<file path="config.mk">
export PLATFORM = sky130hd
export DESIGN_NAME = fifo_serial_tx
export DESIGN_NICKNAME = d
export VERILOG_FILES = /design/src/rtl/fifo_serial_tx.sv
export SDC_FILE = /design/constraint.sdc
export NUM_CORES = 1
export LEC_CHECK = 0
export ABC_AREA = 1
export CAP_MARGIN = 20
export CORE_UTILIZATION = 54
export DETAILED_ROUTE_END_ITERATION = 10
export HOLD_SLACK_MARGIN = 0.02
export PLACE_DENSITY_LB_ADDON = 0.12
export RECOVER_POWER = 100
export SYNTH_ARGS = -nofsm -noshare
export SYNTH_HDL_FRONTEND = slang
export SYNTH_SLANG_ARGS = --single-unit
</file>
<file path="constraint.sdc">
create_clock -name clk -period 1.9 [get_ports clk]
set_input_delay 0.475 -clock clk [delete_from_list [all_inputs] [get_ports clk]]
set_output_delay 0.475 -clock clk [all_outputs]
set_load 0.01 [all_outputs]
</file>
<file path="src/rtl/fifo_serial_tx.sv">
// FIFO read-side drain: pops one word per frame and sends it as an async serial frame
// (start, data LSB first, optional even parity, stop) on tx.
module fifo_serial_tx #(
  parameter int DATA_WIDTH   = 4,
  parameter int CLKS_PER_BIT = 4,
  parameter int PARITY_EN    = 1
) (
  input  logic                  clk,
  input  logic                  reset,
  input  logic                  enable,
  input  logic                  fifo_empty,
  input  logic [DATA_WIDTH-1:0] fifo_rd_data,
  output logic                  fifo_rd_en,
  output logic                  tx,
  output logic                  busy,
  output logic                  frame_done
);

  localparam int unsigned CW = $clog2(CLKS_PER_BIT) + 1;
  localparam int unsigned BW = $clog2(DATA_WIDTH) + 1;
  localparam logic [CW-1:0] CLK_LAST = CW'(CLKS_PER_BIT - 1);
  localparam logic [CW-1:0] CLK_PRE  = CW'((CLKS_PER_BIT > 1) ? CLKS_PER_BIT - 2 : 0);
  localparam logic [BW-1:0] BIT_LAST = BW'(DATA_WIDTH - 1);

  typedef enum logic [2:0] {IDLE, WAIT, START, DATA, PARITY, STOP} state_t;

  state_t                state;
  logic [CW-1:0]         clk_cnt;
  logic [BW-1:0]         bit_cnt;
  logic [DATA_WIDTH-1:0] shift;
  logic [DATA_WIDTH-1:0] shift_nxt;
  logic                  parity;
  logic                  bit_end;

  assign fifo_rd_en = !reset && (state == IDLE) && enable && !fifo_empty;
  assign bit_end    = (clk_cnt == CLK_LAST);
  assign shift_nxt  = shift >> 1;

  // tx and frame_done are registered one state ahead so each bit starts on a state boundary
  always_ff @(posedge clk or posedge reset) begin
    if (reset) begin
      state      <= IDLE;
      tx         <= 1'b1;
      busy       <= 1'b0;
      frame_done <= 1'b0;
      clk_cnt    <= '0;
      bit_cnt    <= '0;
      shift      <= '0;
      parity     <= 1'b0;
    end else begin
      frame_done <= 1'b0;
      case (state)
        IDLE: begin
          tx <= 1'b1;
          if (fifo_rd_en) begin
            state <= WAIT;
            busy  <= 1'b1;
          end
        end
        WAIT: begin
          shift   <= fifo_rd_data;
          parity  <= ^fifo_rd_data;
          clk_cnt <= '0;
          tx      <= 1'b0;
          state   <= START;
        end
        START: begin
          if (bit_end) begin
            clk_cnt <= '0;
            bit_cnt <= '0;
            tx      <= shift[0];
            state   <= DATA;
          end else begin
            clk_cnt <= clk_cnt + CW'(1);
          end
        end
        DATA: begin
          if (bit_end) begin
            clk_cnt <= '0;
            shift   <= shift_nxt;
            if (bit_cnt == BIT_LAST) begin
              if (PARITY_EN != 0) begin
                tx    <= parity;
                state <= PARITY;
              end else begin
                tx         <= 1'b1;
                state      <= STOP;
                frame_done <= (CLKS_PER_BIT == 1);
              end
            end else begin
              bit_cnt <= bit_cnt + BW'(1);
              tx      <= shift_nxt[0];
            end
          end else begin
            clk_cnt <= clk_cnt + CW'(1);
          end
        end
        PARITY: begin
          if (bit_end) begin
            clk_cnt    <= '0;
            tx         <= 1'b1;
            state      <= STOP;
            frame_done <= (CLKS_PER_BIT == 1);
          end else begin
            clk_cnt <= clk_cnt + CW'(1);
          end
        end
        STOP: begin
          if (bit_end) begin
            clk_cnt <= '0;
            tx      <= 1'b1;
            busy    <= 1'b0;
            state   <= IDLE;
          end else begin
            clk_cnt    <= clk_cnt + CW'(1);
            frame_done <= (clk_cnt == CLK_PRE);
          end
        end
        default: begin
          state <= IDLE;
          busy  <= 1'b0;
          tx    <= 1'b1;
        end
      endcase
    end
  end

endmodule

</file>
; ---- Yosys cells after proc, flatten, opt, wreduce, memory -nomap -nowiden
; Cells that the tools add are included.
[totals]
reg_bits = 17
in_bits = 8
output_inout_bits = 4
elab_cells = 69
[op_classes]
add_sub_neg = 2
eq_ne = 16
muxes = 24
n_bitwise = 1
reduce_logical = 18
[op_table]
columns = cell, n
row1 = 2-to-1 mux 3 bit, 9
row2 = case mux 3 bit (6 select lines), 1
row3 = "== test 3 x 2 -> 1 bit, second input constant", 5
row4 = "!= test 2 bit, second input constant", 7
row5 = case mux 3 bit (2 select lines), 2
row6 = 2-to-1 mux 1 bit, 8
row7 = case mux 4 bit (2 select lines), 1
row8 = OR reduction 4 bit, 2
row9 = "adder 3 x 1 -> 3 bit, second input constant", 2
row10 = "== test 3 bit, second input constant", 2
row11 = AND reduction 3 bit, 2
row12 = AND reduction 6 bit, 1
row13 = nonzero test 2 bit, 3
row14 = 2-to-1 mux 4 bit, 1
row15 = case mux 1 bit (4 select lines), 1
row16 = AND reduction 4 bit, 1
row17 = XOR reduction 4 bit, 1
row18 = "== test 3 x 1 -> 1 bit, second input constant", 1
row19 = logical AND 1 bit, 3
row20 = logical NOT 3 bit, 1
row21 = case mux 1 bit (3 select lines), 1
row22 = logical NOT 1 bit, 2
row23 = "!= test 2 x 1 -> 1 bit, second input constant", 1
row24 = AND reduction 2 bit, 1
row25 = other kinds (2), 2

; ---- Longest topological paths before layout
[logic_depth]
word_depth = 6
mapped_depth = 10
ltp_nobuf = 9

; ---- Least setup slack after synthesis
; No wires, ideal clock.
[synth_path]
kind = flip-flop to output port
start = reg state[0]
end = out fifo_rd_en
arrival_time_ns = 0.952
required_ns = 1.425
path_slack_ns = 0.473
path_stages_with_launch = 4
path_cell_list = dfrtp_1 inv_1 nand2_1 nor3_1
[synth_via]
elab_chain_cells = 4
[synth_lines]
columns = item, line
row1 = "start, declared", 27  ; state_t state;
row2 = "start signal, assigned", 42  ; state <= IDLE;
row3 = "start signal, assigned", 56  ; state <= WAIT;
row4 = "start signal, assigned", 65  ; state <= START;
row5 = logical NOT 3 bit, 35  ; assign fifo_rd_en = !reset && (state == IDLE) && enable && !fifo_empty;
row6 = logical AND 1 bit (3 in a row), 35
row7 = "end, declared", 13  ; output logic fifo_rd_en,
; No other way between the ends.

; ---- Final worst setup path
[layout_path]
start = in enable
end = out fifo_rd_en
[layout_via]
elab_chain_cells = 2
[layout_lines]
columns = item, line
row1 = "start, declared", 10  ; input logic enable,
row2 = logical AND 1 bit (2 in a row), 35
; No other way between the ends.

==> flow_metrics.env <==
export IMPL_cts_tree="done"
export IMPL_drt_total_wl_um=1880
export IMPL_synth_enable_flop_cells=0
export IMPL_syn_num_nets=145
export IMPL_dp_hpwl_um=1487
export IMPL_start_util_pct=58.19
export IMPL_worstMarginPinSlew_ns=0.9055
export IMPL_htreeDepth=1
export IMPL_first_iter_violations=15
export IMPL_die_area_mm2=0.002037
export IMPL_reg2regPathDepth=4
export IMPL_async_reset_ff_share_pct=100.0
export IMPL_cp_slowest_stage_delay_ns=0.46
export IMPL_clockBufferDepth=2
export IMPL_grtUsageTotal_pct=21.98
export IMPL_cp_slowest_cell="clkdlybuf4s50_1"
export IMPL_die_height_um=45.14
export IMPL_synth_compound_area_share_pct=13.57
export IMPL_relSlewSlack_pct=39.64
export IMPL_ctsHoldBuffers=0
export IMPL_yosysTopAreaCellShare_pct=39.85
export IMPL_setup_tns_ns=0
export IMPL_status="completed"
export IMPL_required_ns=1.42
export IMPL_synth_seq_area_share_pct=42.47
export IMPL_dpl_cell_area_mm2=0.001184
export IMPL_fp_coreArea_mm2=0.001727
export IMPL_drive_above_1_share_pct=9.804
export IMPL_cts_root_buf="clkbuf_4"
export IMPL_final_cell_area_mm2=0.001180
export IMPL_grtUsageMet2_pct=37.97
export IMPL_grt_setup_unrepaired="no"
export IMPL_synth_cell_area_mm2=0.001005
export IMPL_areaGrowthSynthToFinish_pct=17.43
export IMPL_grt_overflow=0
export IMPL_n_fill_cell=150
export IMPL_ys_warn_count=0
export IMPL_period_needed_ns=1.835
export IMPL_drtPass1Iterations=4
export IMPL_crit_path_end_kind="output pin"
export IMPL_antenna_found_initial=0
export IMPL_synth_avg_cell_area_um2=7.554
export IMPL_gr_usage_met3_pct=3.600
export IMPL_finalSetupViolCount=0
export IMPL_grt_pass1_vias=795
export IMPL_min_from="busy$_DFFE_PP0P_"
export IMPL_worstHoldPathType="reg -> reg"
export IMPL_num_rows=15
export IMPL_drc=0
export IMPL_finalCritPeriodShare_pct=96.57
export IMPL_fin_nets=166
export IMPL_leakage_nw=0.6275
export IMPL_synthMuxAreaShare_pct=0
export IMPL_powerDensity_mw_per_mm2=1421
export IMPL_post_cts_setup_buffer_count=0
export IMPL_synth_xor_area_share_pct=1.743
export IMPL_multi_input_area_um2=471.7
export IMPL_holdPathStages=2
export IMPL_path_max_fanout=2
export IMPL_antenna_cells=0
export IMPL_ys_types=23
export IMPL_use_met1_pct=26.95
export IMPL_routedWlPerCell_um=10.56
export IMPL_ir_worst_vdd_uv=826.8
export IMPL_clock_latency_ns=0.29
export IMPL_synth_fa_ha_area_share_pct=4.981
export IMPL_max_clock_freq_mhz=545.0
export IMPL_ff_latch_area_um2=426.7
export IMPL_crit_start="enable"
export IMPL_grt_first_pass_wirelength_um=3215
export IMPL_slew_viol_final=0
export IMPL_die_w_um=45.14
export IMPL_maxCapViolCount=0
export IMPL_io_buffers=11
export IMPL_place_congestion=0.7906
export IMPL_path_cells="clkdlybuf4s50_1 > nand2_1 > nor3_2 > clkbuf_2"
export IMPL_grt_start_max_net_pins=18
export IMPL_syn_inst=133
export IMPL_clock_sinks=17
export IMPL_drtAntennaViolNets=0
export IMPL_grt_busiest_layer="met2"
export IMPL_finalHoldViolCount=0
export IMPL_ios=12
export IMPL_post_synth_top_area_cell="dfrtp_1"
export IMPL_clock_skew_final_ns=0.001202
export IMPL_ys_ff_latch=17
export IMPL_yosys_area_share_simple_pct=29.02
export IMPL_cts_inserted_buffers=3
export IMPL_synth_top_family_by_area="simple AND/OR/NAND/NOR gates"
export IMPL_worstSetupPathType="in -> out"
export IMPL_synth_ff_type="dfrtp_1"
export IMPL_ys_top_cells_by_area="dfrtp_1 (40%), nand2_1 (14%), inv_1 (6.7%)"
export IMPL_via_count=882
export IMPL_cp_data_arrival_time_ns=1.36
export IMPL_path_clk_slew_ns=0.10
export IMPL_start_kind="input port"
export IMPL_r2r_start="clk_cnt[1]$_DFFE_PP0P_"
export IMPL_via_per_inst=4.955
-- state kept, by name, summed over array words and instances (netlist names) --
signal and flops:
shift 4, busy 1, parity 1, clk_cnt 3, tx 1, state 3, frame_done 1, bit_cnt 3
-- per-layer routing --
layer / vias to the layer above / wire length, um
met5: - / 0
met4: 0 / 25
met3: 4 / 44
met2: 12 / 933
met1: 400 / 876
li1: 466 / -
-- per-stage QoR --
stage / std cells / total power, mW / worst slack, ns / utilization [%] / hold slack [ns]
final: 178 / 1.677 / 0.06517 / 68.33 / 0.4721
after detailed placement: 174 / 1.545 / -0.4232 / 68.55 / 0.4594
after floorplan: 133 / 1.273 / 0.4727 / - / 0.4003
after global placement: 174 / 1.511 / -0.3762 / 68.55 / 0.4584
after global routing: 178 / 1.855 / 0.01776 / 68.33 / 0.4955
after CTS: 178 / 1.754 / 0.05121 / 70.07 / 0.4844
-- final timing paths --
kind	endpoint	slack, ns
min in group asynchronous	clk_cnt[2]$_DFFE_PP0P_	0.58
max	fifo_rd_en	0.07
max in group asynchronous	parity$_DFFE_PP0P_	0.77
min	busy$_DFFE_PP0P_	0.47
min reg2reg	busy$_DFFE_PP0P_	0.47
max reg2reg	shift[3]$_DFFE_PP0P_	0.26
-- repair_timing --
item / in CTS / in global routing
endpoints found under the hold margin: 0 / 0
pin swaps: 0 / 3
resized for setup: 5 / 2
cloned: 0 / 0
endpoints found under the setup margin: 1 / 1
-- worst max-delay path, delay by kind of cell --
| kind | cells | cell delay [ns] |
|---|---|---|
| buffers and inverters | 2 | 0.62 |
| and+or+nand+nor | 2 | 0.26 |
-- synth_stat cells (2+ instances only) --
cell / instances
o21bai_1: 2
inv_1: 18
nand3_1: 10
o21a_1: 3
nand2_1: 37
a21oi_1: 4
ha_1: 4
nand2_2: 3
o21ai_0: 11
dfrtp_1: 16
inv_2: 2
nor2_1: 12
-- cell type report --
type                            count  area share [%]
Tap cell                           25           2.651
Clock buffer                        4           2.227
Timing Repair Buffer               17           12.62
Multi-Input combinational cell     95           39.98
Sequential cell                    17           36.16
Inverter                           20           6.363
-- kinds of logic (layout without fill, tap and decap cells) --
| kind of cell | after synthesis | count (layout) |
|---|---|---|
| DFF | 17 | 17 |
| AOI/OAI and AO/OA | 22 | 22 |
| xor gates and xnor gates | 2 | 2 |
| and+or+nand+nor | 67 | 67 |
| adders and majority gates | 4 | 4 |
| buffers and inverters | 21 | 41 |
-- power breakdown --
part | internal [mW] | leakage, nW | switching (mW)
Sequential | 0.514 | 0.215 | 0.0652
Clock | 0.0818 | 0.0150 | 0.116
Combinational | 0.351 | 0.397 | 0.548
-- layout by cell type (no fill, tap or decap) --
master            n
clkbuf_4          3
dlymetal6s2s_1    1
dfstp_2           1
nor2_1           13
nor3_1            1
clkdlybuf4s50_1   6
nor3_2            1
o21ai_0          12
xnor2_1           1
inv_2             2
dlygate4sd3_1     2
dfrtp_1          16
nor2_2            1
clkdlybuf4s25_1   1
nand2_1          39
nand2_2           1
o211ai_1          1
o21bai_1          2
xor2_1            1
a21oi_1           4
o21a_1            3
clkbuf_1          2
ha_1              4
nand3_1          10
inv_1            18
clkbuf_2          1
buf_4             5
or2_1             1
Note: power is estimated with default switching activity, not from simulation.
